--- config.mk ---
export PLATFORM = sky130hd
export DESIGN_NAME = uart_tx_fifo
export DESIGN_NICKNAME = d
export VERILOG_FILES = /design/src/rtl/uart_tx_fifo.sv
export SDC_FILE = /design/constraint.sdc
export NUM_CORES = 1
export LEC_CHECK = 0
export BUFFER_PORTS_ARGS = -buffer_cell sky130_fd_sc_hd__buf_2
export CAP_MARGIN = 30
export CORE_MARGIN = 8
export CORE_UTILIZATION = 55
export CTS_CLUSTER_SIZE = 40
export DETAILED_ROUTE_END_ITERATION = 10
export MAX_ROUTING_LAYER = met4
export PLACE_DENSITY_LB_ADDON = 0.3
export SYNTH_ARGS = -nofsm -noshare
export SYNTH_HDL_FRONTEND = slang
export SYNTH_SLANG_ARGS = --single-unit
--- constraint.sdc ---
create_clock -name clk -period 2.55 [get_ports clk]
set_input_delay 0.255 -clock clk [delete_from_list [all_inputs] [get_ports clk]]
set_output_delay 0.255 -clock clk [all_outputs]
set_load 0.01 [all_outputs]
--- src/rtl/uart_tx_fifo.sv ---
`default_nettype none
// ============================================================================
// Module   : uart_tx_fifo
// Function : Byte-stream UART transmitter. Bytes arriving on a valid/ready
//            handshake are buffered in a small circular FIFO and sent as
//            8N1 frames, LSB first. Define UART_TX_PARITY_EN to insert an
//            even-parity bit between the last data bit and the stop bit.
// Revision : 1.0 - initial release
// ============================================================================
module uart_tx_fifo #(
    parameter int CLK_FREQ   = 100000000,
    parameter int BAUD       = 115200,
    parameter int FIFO_DEPTH = 4
) (
    input  logic       clk,
    input  logic       reset,
    input  logic [7:0] tx_data,
    input  logic       tx_valid,
    output logic       tx_ready,
    output logic       tx,
    output logic       busy
);

    localparam int c_DIV   = CLK_FREQ / BAUD;
    localparam int c_CNT_W = (c_DIV > 1) ? $clog2(c_DIV) : 1;
    localparam int c_PTR_W = (FIFO_DEPTH > 1) ? $clog2(FIFO_DEPTH) : 1;

    localparam logic [c_CNT_W-1:0] c_DIV_LAST   = c_CNT_W'(c_DIV - 1);
    localparam logic [c_CNT_W-1:0] c_CNT_ONE    = c_CNT_W'(1);
    localparam logic [c_PTR_W-1:0] c_PTR_ONE    = c_PTR_W'(1);
    localparam logic [c_PTR_W:0]   c_COUNT_ONE  = (c_PTR_W + 1)'(1);
    localparam logic [c_PTR_W:0]   c_COUNT_FULL = (c_PTR_W + 1)'(FIFO_DEPTH);

    localparam logic [2:0] c_ST_IDLE   = 3'd0;
    localparam logic [2:0] c_ST_START  = 3'd1;
    localparam logic [2:0] c_ST_DATA   = 3'd2;
`ifdef UART_TX_PARITY_EN
    localparam logic [2:0] c_ST_PARITY = 3'd3;
`endif
    localparam logic [2:0] c_ST_STOP   = 3'd4;

    logic [7:0]         r_mem [0:FIFO_DEPTH-1];
    logic [c_PTR_W-1:0] r_wr_ptr;
    logic [c_PTR_W-1:0] r_rd_ptr;
    logic [c_PTR_W:0]   r_count;

    logic [2:0]         r_state;
    logic [c_CNT_W-1:0] r_baud_cnt;
    logic [2:0]         r_bit_idx;
    logic [7:0]         r_shift;
    logic               r_tx;
`ifdef UART_TX_PARITY_EN
    logic               r_parity;
`endif

    logic               w_full;
    logic               w_empty;
    logic               w_push;
    logic               w_pop;
    logic               w_baud_done;
    logic [7:0]         w_head;

    assign w_full      = (r_count == c_COUNT_FULL);
    assign w_empty     = (r_count == '0);
    assign w_push      = tx_valid && !w_full;
    assign w_baud_done = (r_baud_cnt == c_DIV_LAST);
    assign w_head      = r_mem[r_rd_ptr];
    // The head leaves the FIFO either from IDLE or at the end of a stop bit,
    // so consecutive frames run back-to-back with no idle gap.
    assign w_pop       = !w_empty &&
                         ((r_state == c_ST_IDLE) ||
                          ((r_state == c_ST_STOP) && w_baud_done));

    assign tx_ready = !w_full;
    assign tx       = r_tx;
    assign busy     = (r_state != c_ST_IDLE) || !w_empty;

    // FIFO storage: written on every accepted byte; contents need no reset.
    always_ff @(posedge clk) begin
        if (w_push) begin
            r_mem[r_wr_ptr] <= tx_data;
        end
    end

    // FIFO pointers and occupancy; a simultaneous push and pop leaves occupancy unchanged.
    always_ff @(posedge clk or posedge reset) begin
        if (reset) begin
            r_wr_ptr <= '0;
            r_rd_ptr <= '0;
            r_count  <= '0;
        end else begin
            if (w_push) begin
                r_wr_ptr <= r_wr_ptr + c_PTR_ONE;
            end
            if (w_pop) begin
                r_rd_ptr <= r_rd_ptr + c_PTR_ONE;
            end
            case ({w_push, w_pop})
                2'b10:   r_count <= r_count + c_COUNT_ONE;
                2'b01:   r_count <= r_count - c_COUNT_ONE;
                default: r_count <= r_count;
            endcase
        end
    end

`ifdef UART_TX_PARITY_EN
    // Even parity of the byte being framed, captured when it is popped.
    always_ff @(posedge clk or posedge reset) begin
        if (reset) begin
            r_parity <= 1'b0;
        end else if (w_pop) begin
            r_parity <= ^w_head;
        end
    end
`endif

    // Frame sequencer: drives the line from a register so it never glitches.
    always_ff @(posedge clk or posedge reset) begin
        if (reset) begin
            r_state    <= c_ST_IDLE;
            r_baud_cnt <= '0;
            r_bit_idx  <= '0;
            r_shift    <= '0;
            r_tx       <= 1'b1;
        end else begin
            case (r_state)
                c_ST_IDLE: begin
                    r_tx <= 1'b1;
                    if (w_pop) begin
                        r_shift    <= w_head;
                        r_baud_cnt <= '0;
                        r_state    <= c_ST_START;
                        r_tx       <= 1'b0;
                    end
                end
                c_ST_START: begin
                    if (w_baud_done) begin
                        r_baud_cnt <= '0;
                        r_bit_idx  <= '0;
                        r_state    <= c_ST_DATA;
                        r_tx       <= r_shift[0];
                    end else begin
                        r_baud_cnt <= r_baud_cnt + c_CNT_ONE;
                    end
                end
                c_ST_DATA: begin
                    if (w_baud_done) begin
                        r_baud_cnt <= '0;
                        if (r_bit_idx == 3'd7) begin
`ifdef UART_TX_PARITY_EN
                            r_state <= c_ST_PARITY;
                            r_tx    <= r_parity;
`else
                            r_state <= c_ST_STOP;
                            r_tx    <= 1'b1;
`endif
                        end else begin
                            r_shift   <= {1'b0, r_shift[7:1]};
                            r_tx      <= r_shift[1];
                            r_bit_idx <= r_bit_idx + 3'd1;
                        end
                    end else begin
                        r_baud_cnt <= r_baud_cnt + c_CNT_ONE;
                    end
                end
`ifdef UART_TX_PARITY_EN
                c_ST_PARITY: begin
                    if (w_baud_done) begin
                        r_baud_cnt <= '0;
                        r_state    <= c_ST_STOP;
                        r_tx       <= 1'b1;
                    end else begin
                        r_baud_cnt <= r_baud_cnt + c_CNT_ONE;
                    end
                end
`endif
                c_ST_STOP: begin
                    if (w_baud_done) begin
                        r_baud_cnt <= '0;
                        if (w_pop) begin
                            r_shift <= w_head;
                            r_state <= c_ST_START;
                            r_tx    <= 1'b0;
                        end else begin
                            r_state <= c_ST_IDLE;
                            r_tx    <= 1'b1;
                        end
                    end else begin
                        r_baud_cnt <= r_baud_cnt + c_CNT_ONE;
                    end
                end
                default: begin
                    r_state <= c_ST_IDLE;
                    r_tx    <= 1'b1;
                end
            endcase
        end
    end

endmodule
`default_nettype wire

* Yosys cells after proc, flatten, opt, wreduce, memory -nomap -nowiden
Memories as Yosys holds them, arrays and structs flattened.
Cells that the tools add are included.
** Word-level totals
- Register bits after elaboration :: 32
- Memory bits (writable) :: 32
- Input port bits :: 11
- Output and inout bits :: 3
- Logic and storage cells :: 77
- Memories kept :: 1
** Operators by class
- $add $sub $neg :: 6
- Equal/unequal tests :: 14
- Muxes and demuxes :: 28
- Reduce and logical (&&, ||, !) cells :: 20
** Memories
- r_mem :: words 4, width 8, rd ports 1, clocked after Yosys merged registers in 0, write ports 1, RTL line 42 : logic [7:0] r_mem [0:FIFO_DEPTH-1];
** Operators with widths (number)
- 8-bit 2-to-1 mux :: 4
- 3-bit 2-to-1 mux :: 8
- 8-bit case mux with 3 select lines :: 1
- 10-bit 2-to-1 mux :: 2
- 10-bit case mux with 2 select lines :: 1
- 2-bit != test (second input constant) :: 6
- 3-bit case mux with 2 select lines :: 2
- 3-bit case mux with 4 select lines :: 1
- 10-bit by 1-bit adder with 10-bit output (second input constant) :: 1
- 10-bit == test (second input constant) :: 1
- 3-bit == test (second input constant) :: 3
- 1-bit 2-to-1 mux :: 8
- 4-bit AND reduction :: 2
- 3-bit by 1-bit adder with 3-bit output (second input constant) :: 2
- 3-bit logical NOT :: 2
- 2-bit nonzero test :: 3
- 3-bit nonzero test :: 2
- 5-bit AND reduction :: 1
- 2-bit by 1-bit adder with 2-bit output (second input constant) :: 2
- 1-bit case mux with 4 select lines :: 1
- 3-bit by 1-bit == test with 1-bit output (second input constant) :: 1
- 3-bit by 2-bit == test with 1-bit output (second input constant) :: 1
- 1-bit logical AND :: 3
- 3-bit AND reduction :: 1
- other kinds (7) :: 9

* Logic depth before layout (Yosys ltp)
Gate-level depths: netlist (run 1).
- Depth after elaboration :: 7
- Depth in mapped cells :: 11
- Gate-level depth less buffers :: 10

* Worst setup path before layout (run 1)
Ideal clock, no wire load.
- Kind :: register to register
- Start :: reg r_baud_cnt[0]
- End :: reg r_count[2]
- Data arrival time :: 2.501 ns
- Slack :: -0.030 ns
- Cell stages (with the launch flop) :: 12
- Path buffers :: 1
- Clock period less this slack :: 2.580 ns
- Cells stage by stage :: dfrtp_1 > ha_1 > nand4b_1 > or3_1 > buf_6 > a21oi_1 > ha_1 > inv_1 > fa_1 > xor2_1 > nor2_1 > xor2_1
** On the way
- Longest elaborated chain between the ends :: 6
- Elaborated cells on any way between the ends :: 8
** Ends and longest elaborated chain
- start: declaration :: RTL line 48 : logic [c_CNT_W-1:0] r_baud_cnt;
- start signal: assignment :: RTL line 143 : r_baud_cnt <= r_baud_cnt + c_CNT_ONE;
- start signal: assignment :: RTL line 163 : r_baud_cnt <= r_baud_cnt + c_CNT_ONE;
- start signal: assignment :: RTL line 189 : r_baud_cnt <= r_baud_cnt + c_CNT_ONE;
- 10-bit == test * :: RTL line 66 : assign w_baud_done = (r_baud_cnt == c_DIV_LAST);
- 1-bit logical AND * :: RTL line 72 : ((r_state == c_ST_STOP) && w_baud_done));
- 1-bit logical OR * :: RTL line 71 : ((r_state == c_ST_IDLE) ||
- 1-bit logical AND * :: RTL line 70 : assign w_pop = !w_empty &&
- named net w_pop :: RTL line 59 : logic w_pop;
- 2-bit by 1-bit == test with 1-bit output / 2-bit == test (equally long branches) :: RTL line 98 : case ({w_push, w_pop})
- 3-bit case mux with 2 select lines / 2-bit nonzero test (equally long branches)
- end signal: assignment :: RTL line 99 : 2'b10: r_count <= r_count + c_COUNT_ONE;
- end signal: assignment :: RTL line 100 : 2'b01: r_count <= r_count - c_COUNT_ONE;
- end signal: assignment :: RTL line 101 : default: r_count <= r_count;
- end: declaration :: RTL line 45 : logic [c_PTR_W:0] r_count;
The timed path passes the listed nets; every way through them passes the cells marked *.
A chain may end at the register's enable or synchronous reset.

* Final worst setup path (run 1)
- Start :: reg r_baud_cnt[7]
- End :: reg r_count[2]
The elaborated chain is that of the path after synthesis.

==> metrics.md, run 1 <==
| Metric | Value |
|---|---|
| Status | completed |
| CP Depth | 9 |
| Unique masters post-synth | 42 |
| R2r worst-path depth | 9 |
| Final wirelength | 5.39 mm |
| Port Buf Inserts | 13 |
| Slew @ Worst Pin | around 0.70 ns |
| Leading area contributor after synthesis | edfxtp_1 |
| Setup violators final | 0 |
| M1 GR Usage | 0.180 |
| Synth warnings | 0 |
| Critical path cell sequence | or3_4 > or3_4 > a21oi_4 > ha_4 > inv_1 > fa_1 > xor2_1 > nor2_1 > xor2_1 |
| Routed len/inst | 15.9 um |
| Initial antenna violation count | 0 |
| Syn avg cell area | roughly 13 um^2 |
| Number of global-route vias before repair | 1,882 |
| GRT Max-Usage Layer | met2 |
| Num rows | 26 |
| Die width | 89.6 um |
| GRT met3 Usage | 0.0528 |
| Worst Path Buf+Inv | 1 |
| Period utilization | 0.960 |
| Leakage | 0.00143 uW |
| H-tree depth | 3 |
| Power per cell area | 758 mW/mm^2 |
| FF+latch count, synth | 64 |
| Hold path depth | 1 |
| Detailed-placement wirelength estimate | roughly 3.7 mm |
| Share of cells above drive strength 1 | 0.216 |
| Largest net degree at the start of global routing | 33 |
| First-pass GRT wire length | approximately 9 mm |
| EDFF count, synth | 32 |
| 1st-pass router iterations | 4 |
| RSZ-0062 raised after global routing | false |
| Mapped Cells | about 240 |
| CP Data Required Time | 2.82 ns |
| Peak supply drop | 0.000646 V |
| Deepest clock path buffer count | 2 |
| Final #Nets | 283 |
| Crit path kind | reg -> reg |
| Routed vias | 1,846 |
| Die height | 89.6 um |
| CORE AREA | 0.00517 mm^2 |
| Drt initial violations | 97 |
| Post-DR vias/cell | about 5.5 |
| Startpoint Class | flop |
| Io pins | 14 |
| Most frequent cells in the layout | 32 x edfxtp_1, 31 x dfrtp_1, 24 x nand2_1 |
| Fraction of registers with async set/reset | 0.500 |
| Post-Syn Area | 0.00298 mm^2 |
| Total gr overflow | 0 |
| Gr usage total | 0.157 |
| M2 GR Usage | 0.243 |
| Final estimated routing congestion in global placement | ~0.8 |
| Crit path max-delay cell type | dfrtp_1 |
| CTS root buf | clkbuf_8 |
| Syn Nets | between 200 and 300 |
| Sequential cell area fraction in the yosys report | 0.592 |
| Slew Viols, Final | 0 |
| Remaining antenna violation count | 0 |
| Max Freq | 409 MHz |
| Die Area | approximately 0.0080 mm^2 |
| Max-slew headroom at the worst pin | 0.530 |
| Top_reg_cell synth | edfxtp_1 |
| ANT cells | 0 |
| Initial Util | 0.576 |
| Top cell type's share of synthesized area | 0.323 |
| Endpoint type of the worst setup path | flop |
| Total Power | 2590 uW |
| Layout area overhead | 14.9% |
| CTS tree | yes |
| Clock period minus worst slack | around 2.4 ns |
| Hold Crit Class | in -> reg |
| Clock slew at reported path FFs | 0.07 ns |
| Arr. time, crit path | about 2.7 ns |
| Max-cap violations | 0 |
| Clk Latency, worst-skew pair | roughly 0.34 ns |
| Dominant cells by area after synthesis | edfxtp_1 32%, dfrtp_1 26%, mux4_2 6.1%, ha_1 3.4%, mux2i_1 3.4% |
| # clock sinks | 64 |
| Final Skew | between 0.006 and 0.007 ns |
| CTS buffer count | 9 |
| Slowest stage delay, CP | 0.40 ns |
| Residual DRC | 0 |
| CP max FO | 4 |
| Most common library cell in the layout ignoring fill and taps | edfxtp_1 |
| Final setup TNS | 0 ns |
| Fin. Hold Viols | 0 |
| Delay-heaviest family, CP | simple AND/OR/NAND/NOR gates |
## worst reg2reg max path, cell delays in order, from the launching register on
cell and delay [ns]:
dfrtp_1 0.40, or3_4 0.41, or3_4 0.36, a21oi_4 0.20
ha_4 0.16, inv_1 0.05, fa_1 0.37, xor2_1 0.17
nor2_1 0.13, xor2_1 0.15
## metal layers
layer,up-vias,part of all wire
li1,911,-
met1,885,0.45
met2,42,0.49
met3,8,0.041
met4,0,0.017
met5,-,0
## final timing paths
check                         startpoint           to  slack, ns
max                        r_baud_cnt[7]   r_count[2]       0.10
min                           tx_data[7]  r_mem[3][7]       0.12
max reg2reg                r_baud_cnt[7]   r_count[2]       0.10
min reg2reg                   r_shift[4]   r_shift[4]       0.48
max in group asynchronous          reset           tx       1.69
min in group asynchronous          reset  r_wr_ptr[1]       0.53
## flip-flops by register name, indices dropped and copies added, names as in the netlist
name	count
r_baud_cnt	10
r_mem	32
r_shift	8
r_wr_ptr	2
r_state	3
tx	1
r_bit_idx	3
r_count	3
r_rd_ptr	2
## logic make-up after synthesis
group | after synthesis | share of synthesized area
xor gates and xnor gates | 12 | 0.0353
adders and majority gates | 11 | 0.0471
AOI/OAI and AO/OA | 36 | 0.0752
buffers and inverters | 25 | 0.0353
and+or+nand+nor | 70 | 0.116
muxes | 19 | 0.0992
DFF | 64 | 0.592
## power by group
part           total (uW)  internal, uW  switching (uW)
Combinational         332           132             200
Clock                 959           552             407
Sequential           1300          1240            60.2
Total                2590          1920             667
## cells in the mapped netlist (2+ instances only)
cell       instances
buf_2              2
nor2_1            15
o21ai_0           17
maj3_1             2
nor3_1             7
ha_1               8
a2bb2oi_1          2
a2111oi_0          2
or3_1              4
and3_1             5
mux4_2             8
nand2_1           24
or3_4              2
or3b_2             2
inv_1             16
a21o_1             2
xnor2_1            9
mux2i_1           10
a21oi_1            7
nand3_1            4
xor2_1             3
dfrtp_1           31
edfxtp_1          32
clkbuf_1           5
## timing repair
item | CTS | global route
setup endpoints to repair | 1 | 1
cloned | 0 | 0
endpoints found under the hold margin | 31 | 0
hold buffers | 1 | 0
resized for setup | 0 | 5
setup buffers | 1 | 2
pin swaps | 0 | 2
## metrics by stage
step	cell area [um^2]	utilization	setup slack [ns]	hold WS [ns]	std cells
after global placement	3140	0.607	0.103	0.361	318
after detailed placement	3140	0.607	0.00195	0.362	318
final	3420	0.661	0.103	0.124	338
after floorplan	2980	-	0.0508	0.354	237
after global routing	3420	0.661	0.00497	0.115	338
after CTS	3380	0.653	0.0115	0.109	336
## cell type report
class / instances / area [um^2]
sequential: 64 / 1760
fill: 362 / 1750
multi-input combinational: 148 / 1140
inverter: 16 / 60.1
clock inverter: 7 / 95.1
tap: 70 / 87.6
clock buffer: 9 / 124
timing repair buffer: 24 / 150
Power figures use the tool's default switching activity.
==> run 2, diff against run 1 <==
--- a/config.mk
+++ b/config.mk
@@ -5,8 +5,8 @@
 export SDC_FILE = /design/constraint.sdc
 export NUM_CORES = 1
 export LEC_CHECK = 0
-export BUFFER_PORTS_ARGS = -buffer_cell sky130_fd_sc_hd__buf_2
-export CAP_MARGIN = 30
+export BUFFER_PORTS_ARGS = -buffer_cell sky130_fd_sc_hd__buf_4
+export CAP_MARGIN = 20
 export CORE_MARGIN = 8
 export CORE_UTILIZATION = 55
 export CTS_CLUSTER_SIZE = 40
==> metrics.md, run 2 (same netlist as run 1, synthesis figures left out) <==
| Metric | Value |
|---|---|
| Final #Nets | approximately 280 |
| Io pins | 14 |
| Endpoint type of the worst setup path | flop |
| Num rows | 26 |
| Hold Crit Class | in -> async |
| Slew Viols, Final | 0 |
| Critical path cell sequence | or3_4 > or3_4 > a21oi_4 > ha_4 > inv_1 > fa_1 > xor2_1 > nor2_1 > xor2_1 |
| Max-slew headroom at the worst pin | 0.557 |
| Hold Buf Count CTS | 0 |
| Initial antenna violation count | 0 |
| Port Buf Inserts | 13 |
| Routed wl met2 | about 2.5 mm |
| First-pass GRT wire length | a little under 9 mm |
| Leakage | 0.00144 uW |
| Slew @ Worst Pin | 0.657 ns |
| Largest net degree at the start of global routing | 33 |
| CTS root buf | clkbuf_8 |
| Initial Util | 0.576 |
| Largest Register | r_mem |
| Wire length on met1 | 2.44 mm |
| Highest metal used | met4 |
| Crit path kind | reg -> reg |
| Routed len/inst | 15.4 um |
| Number of cells after detailed placement | 318 |
| Status | completed |
| Number of global-route vias before repair | 1,855 |
| Min Hold Slack | roughly 0.00034 ns |
| Period utilization | 0.976 |
| CTS buffer count | 9 |
| Total Power | roughly 2600 uW |
| Clock slew at reported path FFs | 0.07 ns |
| Detailed-placement wirelength estimate | between 3 and 4 mm |
| Residual DRC | 0 |
| ANT cells | 0 |
| Max-cap violations | 0 |
| Post-DR vias/cell | 5.48 |
| Drt initial violations | 71 |
| Remaining antenna violation count | 0 |
| CTS tree | yes |
| Startpoint Class | flop |
| CORE AREA | 0.00517 mm^2 |
| Most frequent cells in the layout | 32 x edfxtp_1, 31 x dfrtp_1, 24 x nand2_1, 24 x buf_4, 17 x o21ai_0 |
| 1st-pass router iterations | 4 |
| Total gr overflow | 0 |
| Fin. Hold Viols | 0 |
| Final core area utilization | 0.665 |
| Clock period minus worst slack | 2.49 ns |
| CP Data Required Time | 2.81 ns |
| Power per cell area | 744 mW/mm^2 |
| Die Area | 0.00802 mm^2 |
| Routed vias | 1,847 |
| # clock sinks | 64 |
| Peak supply drop | ~0.00048 V |
| Die height | 89.6 um |
| Most common library cell in the layout ignoring fill and taps | edfxtp_1 |
| Layout area overhead | 15.5% |
| Die width | 89.6 um |
| Crit path max-delay cell type | or3_4 |
| Max FFs per register | 32 |
| Deepest clock path buffer count | 2 |
| Top Registers | r_mem (32), r_baud_cnt (10), r_shift (8) |
| Clk Latency, worst-skew pair | 0.33 ns |
| Met3 routed WL | 115 um |
| Setup violators final | 0 |
| Share of cells above drive strength 1 | 0.213 |
| Final wirelength | 5.18 mm |
| Arr. time, crit path | 2.75 ns |
| Register-to-register setup slack | 0.06 ns |
| Slowest stage delay, CP | 0.41 ns |
| Post-route insts no fill | 337 |
| Gr usage total | 0.151 |
| Final estimated routing congestion in global placement | between 0.7 and 0.8 |
| H-tree depth | 3 |
| Max Freq | 402 MHz |
| Final Skew | 0.00665 ns |
| CP max FO | 4 |
run 2: cell count changes in the layout (fill, tap and decap cells not counted):
cell / change
clkinv_4: -1
buf_2: -13
ha_1: +1
clkinvlp_4: +1
ha_2: -1
dlygate4sd3_1: -1
buf_4: +14
inv_6: -1
run 2: per-layer routing:
| layer | track usage | up-vias |
|---|---|---|
| li1 | - | 909 |
| met1 | 0.191 | 908 |
| met2 | 0.227 | 22 |
| met3 | 0.0309 | 8 |
| met4 | 0.0725 | 0 |
| met5 | - | - |
run 2: cell type report:
cell class                      count  area, um^2
Clock buffer                        9         124
Sequential cell                    64        1760
Multi-Input combinational cell    148        1140
Timing Repair Buffer               24         180
Clock inverter                      6        85.1
Inverter                           16        60.1
Fill cell                         374        1730
Tap cell                           70        87.6
run 2: final timing paths:
path / from / to / cells past startpoint
max: r_baud_cnt[7] / r_count[2] / 9
min: reset / r_wr_ptr[1] / 3
min reg2reg: r_shift[0] / r_shift[0] / 2
max reg2reg: r_baud_cnt[7] / r_count[2] / 9
max in group asynchronous: reset / tx / 3
min in group clk: tx_data[2] / r_mem[0][2] / 1
run 2: worst max-delay path: cells and delay by family (launching register included):
kind	cells	cell delay, ns
and+or+nand+nor	3	0.91
adders and majority gates	2	0.53
DFF	1	0.39
xor gates and xnor gates	2	0.32
AOI/OAI and AO/OA	1	0.21
buffers and inverters	1	0.05
run 2: repair_timing:
action / 4_1_cts / 5_1_grt
pin swaps: 0 / 2
gates resized for setup: 1 / 3
setup buffers: 1 / 3
endpoints found under the setup margin: 1 / 1
hold endpoints to repair: 0 / 0
run 2: stage by stage:
| step | area [um^2] | setup TNS (ns) | worst slack (ns) |
|---|---|---|---|
| 3_5_place_dp | 3170 | -0.0102 | -0.0102 |
| 6_report | 3440 | 0 | 0.0601 |
| 3_3_place_gp | 3170 | 0 | 0.102 |
| 4_1_cts | 3400 | 0 | 0.00949 |
| 5_1_grt | 3440 | -0.0239 | -0.0239 |
| 2_1_floorplan | 2980 | 0 | 0.0508 |
run 2: where the power goes:
group	switching (uW)	internal [uW]	leakage (uW)
Sequential	56.8	1240	0.000687
Combinational	199	142	0.000649
Clock	378	541	0.000103
